--- src/rtl/day10_min_presses_solver.sv ---
// day10_min_presses_solver
// Finds the minimum number of button presses whose XOR of light masks equals
// the target arrangement. Button subsets are walked in Gray-code order, one
// subset per clock, so each step flips exactly one button in or out.
//
// Ports:
//   clk, rst          clock, synchronous active-high reset
//   in_valid/in_ready machine descriptor handshake (ready while idle)
//   in_num_lights     active light count
//   in_num_buttons    active button count
//   in_buttons        button b at [b*MAX_NUM_LIGHTS +: MAX_NUM_LIGHTS]
//   in_target         target light arrangement
//   out_valid/out_ready  result handshake
//   out_min_presses   minimum presses (0 when unsolvable)
//   out_solvable      at least one subset matched
//   total_clear       zeroes the running totals (wins over a handshake)
//   total_presses     sum of min presses over accepted solvable results
//   machines_done     count of result handshakes
module day10_min_presses_solver #(
    parameter int MAX_NUM_LIGHTS  = 10,
    parameter int MAX_NUM_BUTTONS = 13,
    parameter int TOTAL_W         = 32,
    localparam int NB_W = ($clog2(MAX_NUM_BUTTONS + 1) < 1) ? 1 : $clog2(MAX_NUM_BUTTONS + 1),
    localparam int NL_W = ($clog2(MAX_NUM_LIGHTS + 1) < 1) ? 1 : $clog2(MAX_NUM_LIGHTS + 1)
) (
    input  logic                                  clk,
    input  logic                                  rst,
    input  logic                                  in_valid,
    output logic                                  in_ready,
    input  logic [NL_W-1:0]                       in_num_lights,
    input  logic [NB_W-1:0]                       in_num_buttons,
    input  logic [MAX_NUM_BUTTONS*MAX_NUM_LIGHTS-1:0] in_buttons,
    input  logic [MAX_NUM_LIGHTS-1:0]             in_target,
    output logic                                  out_valid,
    input  logic                                  out_ready,
    output logic [NB_W-1:0]                       out_min_presses,
    output logic                                  out_solvable,
    input  logic                                  total_clear,
    output logic [TOTAL_W-1:0]                    total_presses,
    output logic [TOTAL_W-1:0]                    machines_done
);

    typedef enum logic [1:0] {IDLE, SEARCH, DONE} state_t;

    state_t                      state;
    logic [MAX_NUM_LIGHTS-1:0]   btn [MAX_NUM_BUTTONS];
    logic [MAX_NUM_LIGHTS-1:0]   target_q;
    logic [MAX_NUM_LIGHTS-1:0]   acc;
    logic [MAX_NUM_BUTTONS-1:0]  k;
    logic [MAX_NUM_BUTTONS-1:0]  gray;
    logic [MAX_NUM_BUTTONS-1:0]  last_k;
    logic [NB_W-1:0]             pop;
    logic [NB_W-1:0]             best;
    logic                        found;

    // Combinational helpers
    logic [MAX_NUM_LIGHTS-1:0]   light_mask;
    logic [MAX_NUM_BUTTONS-1:0]  new_last_k;
    logic [MAX_NUM_BUTTONS-1:0]  k_inc;
    logic [MAX_NUM_BUTTONS-1:0]  flip;
    logic [MAX_NUM_LIGHTS-1:0]   btn_sel;
    logic                        gray_bit;
    logic                        hit;
    logic                        found_nx;
    logic [NB_W-1:0]             best_nx;

    assign in_ready  = (state == IDLE);
    assign out_valid = (state == DONE);

    always_comb begin
        light_mask = '0;
        for (int unsigned i = 0; i < MAX_NUM_LIGHTS; i++)
            light_mask[i] = (i < 32'(in_num_lights));
        // last_k = 2^num_buttons - 1 as a thermometer code
        new_last_k = '0;
        for (int unsigned j = 0; j < MAX_NUM_BUTTONS; j++)
            new_last_k[j] = (j < 32'(in_num_buttons));
    end

    // The lowest set bit of k+1 is the trailing-zero position, i.e. the
    // button whose membership flips in the Gray sequence.
    always_comb begin
        k_inc    = k + 1'b1;
        flip     = k_inc & ~k;
        btn_sel  = '0;
        for (int unsigned i = 0; i < MAX_NUM_BUTTONS; i++)
            if (flip[i]) btn_sel = btn_sel | btn[i];
        gray_bit = |(gray & flip);
        hit      = (acc == target_q) && (!found || (pop < best));
        found_nx = found | hit;
        best_nx  = hit ? pop : best;
    end

    always_ff @(posedge clk) begin
        if (rst) begin
            state           <= IDLE;
            out_min_presses <= '0;
            out_solvable    <= 1'b0;
            total_presses   <= '0;
            machines_done   <= '0;
            k               <= '0;
            gray            <= '0;
            last_k          <= '0;
            acc             <= '0;
            target_q        <= '0;
            pop             <= '0;
            best            <= '1;
            found           <= 1'b0;
        end else begin
            case (state)
                IDLE: begin
                    if (in_valid) begin
                        for (int unsigned b = 0; b < MAX_NUM_BUTTONS; b++)
                            btn[b] <= (b < 32'(in_num_buttons))
                                    ? (in_buttons[b*MAX_NUM_LIGHTS +: MAX_NUM_LIGHTS] & light_mask)
                                    : '0;
                        target_q <= in_target & light_mask;
                        last_k   <= new_last_k;
                        k        <= '0;
                        gray     <= '0;
                        acc      <= '0;
                        pop      <= '0;
                        best     <= '1;
                        found    <= 1'b0;
                        state    <= SEARCH;
                    end
                end
                SEARCH: begin
                    found <= found_nx;
                    best  <= best_nx;
                    if (k == last_k) begin
                        out_solvable    <= found_nx;
                        out_min_presses <= found_nx ? best_nx : '0;
                        state           <= DONE;
                    end else begin
                        k    <= k_inc;
                        acc  <= acc ^ btn_sel;
                        gray <= gray ^ flip;
                        pop  <= gray_bit ? (pop - 1'b1) : (pop + 1'b1);
                    end
                end
                DONE: begin
                    if (out_ready) state <= IDLE;
                end
                default: state <= IDLE;
            endcase

            if (total_clear) begin
                total_presses <= '0;
                machines_done <= '0;
            end else if (state == DONE && out_ready) begin
                machines_done <= machines_done + 1'b1;
                if (out_solvable)
                    total_presses <= total_presses + TOTAL_W'(out_min_presses);
            end
        end
    end

endmodule

--- config.mk ---
export PLATFORM = sky130hd
export DESIGN_NAME = day10_min_presses_solver
export DESIGN_NICKNAME = d
export VERILOG_FILES = /design/src/rtl/day10_min_presses_solver.sv
export SDC_FILE = /design/constraint.sdc
export NUM_CORES = 1
export LEC_CHECK = 0
export BUFFER_PORTS_ARGS = -buffer_cell sky130_fd_sc_hd__buf_2
export CAP_MARGIN = 15
export CORE_UTILIZATION = 30
export CTS_BUF_LIST = sky130_fd_sc_hd__clkbuf_4 sky130_fd_sc_hd__clkbuf_8
export DETAILED_ROUTE_END_ITERATION = 8
export HOLD_SLACK_MARGIN = 0.05
export PLACE_DENSITY_LB_ADDON = 0.08
export SYNTH_ARGS = -nofsm -noshare
export SYNTH_HDL_FRONTEND = slang
export SYNTH_SLANG_ARGS = --single-unit
--- constraint.sdc ---
create_clock -name clk -period 13.89 [get_ports clk]
set_clock_uncertainty 0.2 [all_clocks]
set_input_delay 1.389 -clock clk [delete_from_list [all_inputs] [get_ports clk]]
set_output_delay 1.389 -clock clk [all_outputs]
set_load 0.05 [all_outputs]
==> results.md <==
* GRT Total Usage at 19.4%
* Dpl ws at 9.43 ns
* Grt total ovfl at 0
* GP Congestion at 0.809
* IO buf count at 223
* CTS Root Cell: clkbuf_8
* Leading area contributor after synthesis: edfxtp_1
* Yosys top cell area share at 31.6%
* First-pass GRT wire length at 60500 um
* FP Rows at 73
* Clock power frac at 42.4%
* Synth-to-layout area growth at 20.8%
* Critical Path Slowest Stage Cell: dfxtp_1
* Syn nets at 1402
* Cts hold-fix bufs at 0
* Worst hold slack at 0.260 ns
* Final ANT Viol Nets at 0
* Net Sw Frac at 26.0%
* # resized after CTS at 0
* CP Cell Sequence: inv_1 -> nor3_1 -> nand3_1 -> nor3_1 -> ha_1 -> ha_1 -> nor4_1 -> nand4_1 -> ha_1 -> a21o_1 -> a21oi_1 -> xnor2_1 -> o21ai_0 -> a32o_1
* DP HPWL at 27600 um
* Req. time, crit path at 14.18 ns
* Final non-filler cell total at 1984
* Worst relative slew slack at 37.3%
* Die width at 205 um
* R2R depth at 14
* Hold Path Cell Cnt at 2
* Ys flop type: dfxtp_1
* Die height at 205 um
* Net Sw Power at 0.478 mW
* H-tree levels at 2
* Routed WL per cell at 20.5 um
* Crit-path leading delay family: adder cells
* Placed instance count at 1897
* I/O pins at 224
* Setup Crit Path Kind: flip-flop to flip-flop
* Initial DRC Count at 590
* Comb pwr share at 9.4%
* Worst Hold Class: flip-flop to flip-flop
* Clock Sinks at 269
* CP Capture Type: flip-flop
* Tcrit/Tclk final at 32.1%
* CTS tree: built
* Crit path arrival time at 4.75 ns
* Outcome: finished, final reports clean
* WP depth at 14
* Synth cell types at 57
* Vias in the first global route at 9915
* Max stage delay on crit path at 0.79 ns
* Critical Path Fanout Max at 13
* Share of power burned in registers at 48.2%
* Synth Warn # at 0
* Drt pass-1 iters at 5
* Proportion of layout cells with a drive suffix above 1 at 23.0%
* TNS Setup at 0 ns
* Worst skew pair latency at 0.63 ns
* Antenna violations before repair at 1
* Syn avg cell area at 10.2 um^2
* Max Clock Freq at 225 MHz
* Total number of vias at 9923
* Clk slew on worst S/H paths at 0.06 ns
* Core Region at 0.0402 mm^2
* Worst Slack Setup Final at 9.44 ns
* Initial Util at 30.7%
* Worst-margin pin slew at 0.939 ns
* Ys async rst share at 0%
* Post-layout min period at 4.45 ns
* Internal at 1.36 mW
* Setup violators final at 0
* Worst VDD drop at 0.0457 mV
* Buf+Inv Stages, Crit Path at 1
* CTS buffer count at 51
* Final hold violations at 0
* Vias per Instance at 5.00
* #FFs+latches synth at 269
* Setup Buffers After CTS at 0
* Largest net degree at the start of global routing at 73
* Total routed wirelength at 40800 um
* Final #Nets at 1616
* DR DRC count at 0
* CP most frequent cell: ha_1
* Syn Inst Count at 1211
* Max Cap Viol at 0
* RSZ-0062 raised after global routing: false
* Startpoint types: flip-flop
* Seq/Total Area, Yosys at 54.2%
* Mapped Area at 0.0123 mm^2
* DIE AREA at 0.0420 mm^2
* Lkg Pwr at 6.10 nW
* Slew Viols, Final at 0
* Pwr Density at 123 mW/mm^2
* Post-synth EDFFs at 130
* Clk buf depth at 3
* Top post-synthesis cells by area: edfxtp_1, dfxtp_1, and3_1
[power by group through the flow]
stage / Sequential, mW / Combinational, mW / Clock, mW
after floorplan: 0.899 / 0.103 / 0
after global placement: 0.905 / 0.175 / 0
after detailed placement: 0.904 / 0.175 / 0
after CTS: 0.888 / 0.175 / 0.805
after global routing: 0.889 / 0.190 / 0.834
final: 0.887 / 0.173 / 0.781
[synthesized netlist by cell type (2+ instances only)]
| library cell | n |
|---|---|
| a222oi_1 | 10 |
| fa_1 | 2 |
| or4_1 | 2 |
| inv_1 | 41 |
| or3_1 | 29 |
| a211oi_1 | 2 |
| o21a_1 | 4 |
| o21bai_1 | 4 |
| xor2_1 | 38 |
| edfxtp_1 | 130 |
| nand3_1 | 61 |
| and4_1 | 7 |
| dfxtp_1 | 139 |
| o21ai_1 | 3 |
| and3_1 | 129 |
| a22oi_1 | 43 |
| buf_1 | 4 |
| o211a_1 | 2 |
| nor4b_1 | 2 |
| nor3_1 | 49 |
| buf_2 | 4 |
| o22ai_1 | 9 |
| nand2_1 | 90 |
| o21ai_0 | 15 |
| and2_1 | 6 |
| o2111ai_1 | 7 |
| a21o_1 | 7 |
| clkbuf_1 | 61 |
| mux2i_1 | 4 |
| or2_2 | 7 |
| and2_0 | 2 |
| nor2_1 | 94 |
| xnor2_1 | 47 |
| buf_6 | 2 |
| nor2b_1 | 7 |
| nand4_1 | 8 |
| a21oi_1 | 65 |
| nand4_4 | 2 |
| ha_1 | 36 |
| nor4_1 | 17 |
| nand2b_1 | 4 |
[kinds of logic (layout without fill, tap and decap cells)]
kind of cell	after synthesis	in the layout	synth area share [%]
XOR/XNOR	85	85	6.03
flip-flops	269	269	54.2
other	0	1	0
adder cells (fa/ha/maj)	38	38	3.97
multiplexers	4	4	0.324
AO/OA/AOI/OAI	179	179	9.53
AND/OR/NAND/NOR	524	524	22.4
buffers and inverters	112	359	3.57
[cell usage in the layout (no fill, tap or decap), types with 38 or more instances in the layout]
| cell type | netlist | final |
|---|---|---|
| xnor2_1 | 47 | 47 |
| nand2_1 | 90 | 90 |
| nor3_1 | 49 | 49 |
| xor2_1 | 38 | 38 |
| buf_2 | 4 | 223 |
| nor2_1 | 94 | 92 |
| a22oi_1 | 43 | 43 |
| dfxtp_1 | 139 | 139 |
| nand3_1 | 61 | 61 |
| clkbuf_8 | 0 | 58 |
| a21oi_1 | 65 | 65 |
| inv_1 | 41 | 41 |
| and3_1 | 129 | 129 |
| edfxtp_1 | 130 | 130 |
[routing by layer]
metal	vias up	wire length (um)	global-route usage (%)
met3	88	2220	3.52
met1	4648	18500	25.5
li1	4839	-	-
met5	-	0	0
met4	0	1580	9.12
met2	348	18500	30.6
[registers in the layout, indices dropped and copies added, names as in the netlist]
register / cells
acc: 10
best: 4
btn: 130
found: 1
gray: 13
k: 13
last_k: 13
machines_done: 32
out_min_presses: 4
out_solvable: 1
pop: 4
state: 2
target_q: 10
total_presses: 32
[worst paths after layout]
| check | start | end | slack [ns] |
|---|---|---|---|
| max reg2reg | k[0] | pop[3] | 9.44 |
| min | gray[4] | gray[4] | 0.26 |
| min reg2reg | gray[4] | gray[4] | 0.26 |
| max | k[0] | pop[3] | 9.44 |
[area by class of cell]
| type | count | area [um^2] |
|---|---|---|
| flip-flops and latches | 269 | 6690 |
| well taps | 525 | 657 |
| repair buffers | 232 | 1180 |
| fillers | 4129 | 25300 |
| diodes | 1 | 2.50 |
| clock inverters | 6 | 36.3 |
| multi-input cells | 830 | 5230 |
| inverters | 41 | 154 |
| clock buffers | 80 | 963 |
[per-stage QoR]
stage	power [mW]	utilization, %	area (um^2)
2_1_floorplan	1.00	-	12300
3_3_place_gp	1.08	34.6	13900
3_5_place_dp	1.08	34.6	13900
4_1_cts	1.87	37.1	14900
5_1_grt	1.91	37.1	14900
6_report	1.84	37.1	14900
[worst register-to-register path, cell delays in order, from the launching register on]
cell and delay, ns:
dfxtp_1 0.79, inv_1 0.33, nor3_1 0.33, nand3_1 0.18
nor3_1 0.18, ha_1 0.68, ha_1 0.28, nor4_1 0.06
nand4_1 0.22, ha_1 0.28, a21o_1 0.17, a21oi_1 0.17
xnor2_1 0.15, o21ai_0 0.09, a32o_1 0.24
Note: power is estimated with default switching activity, not from simulation.
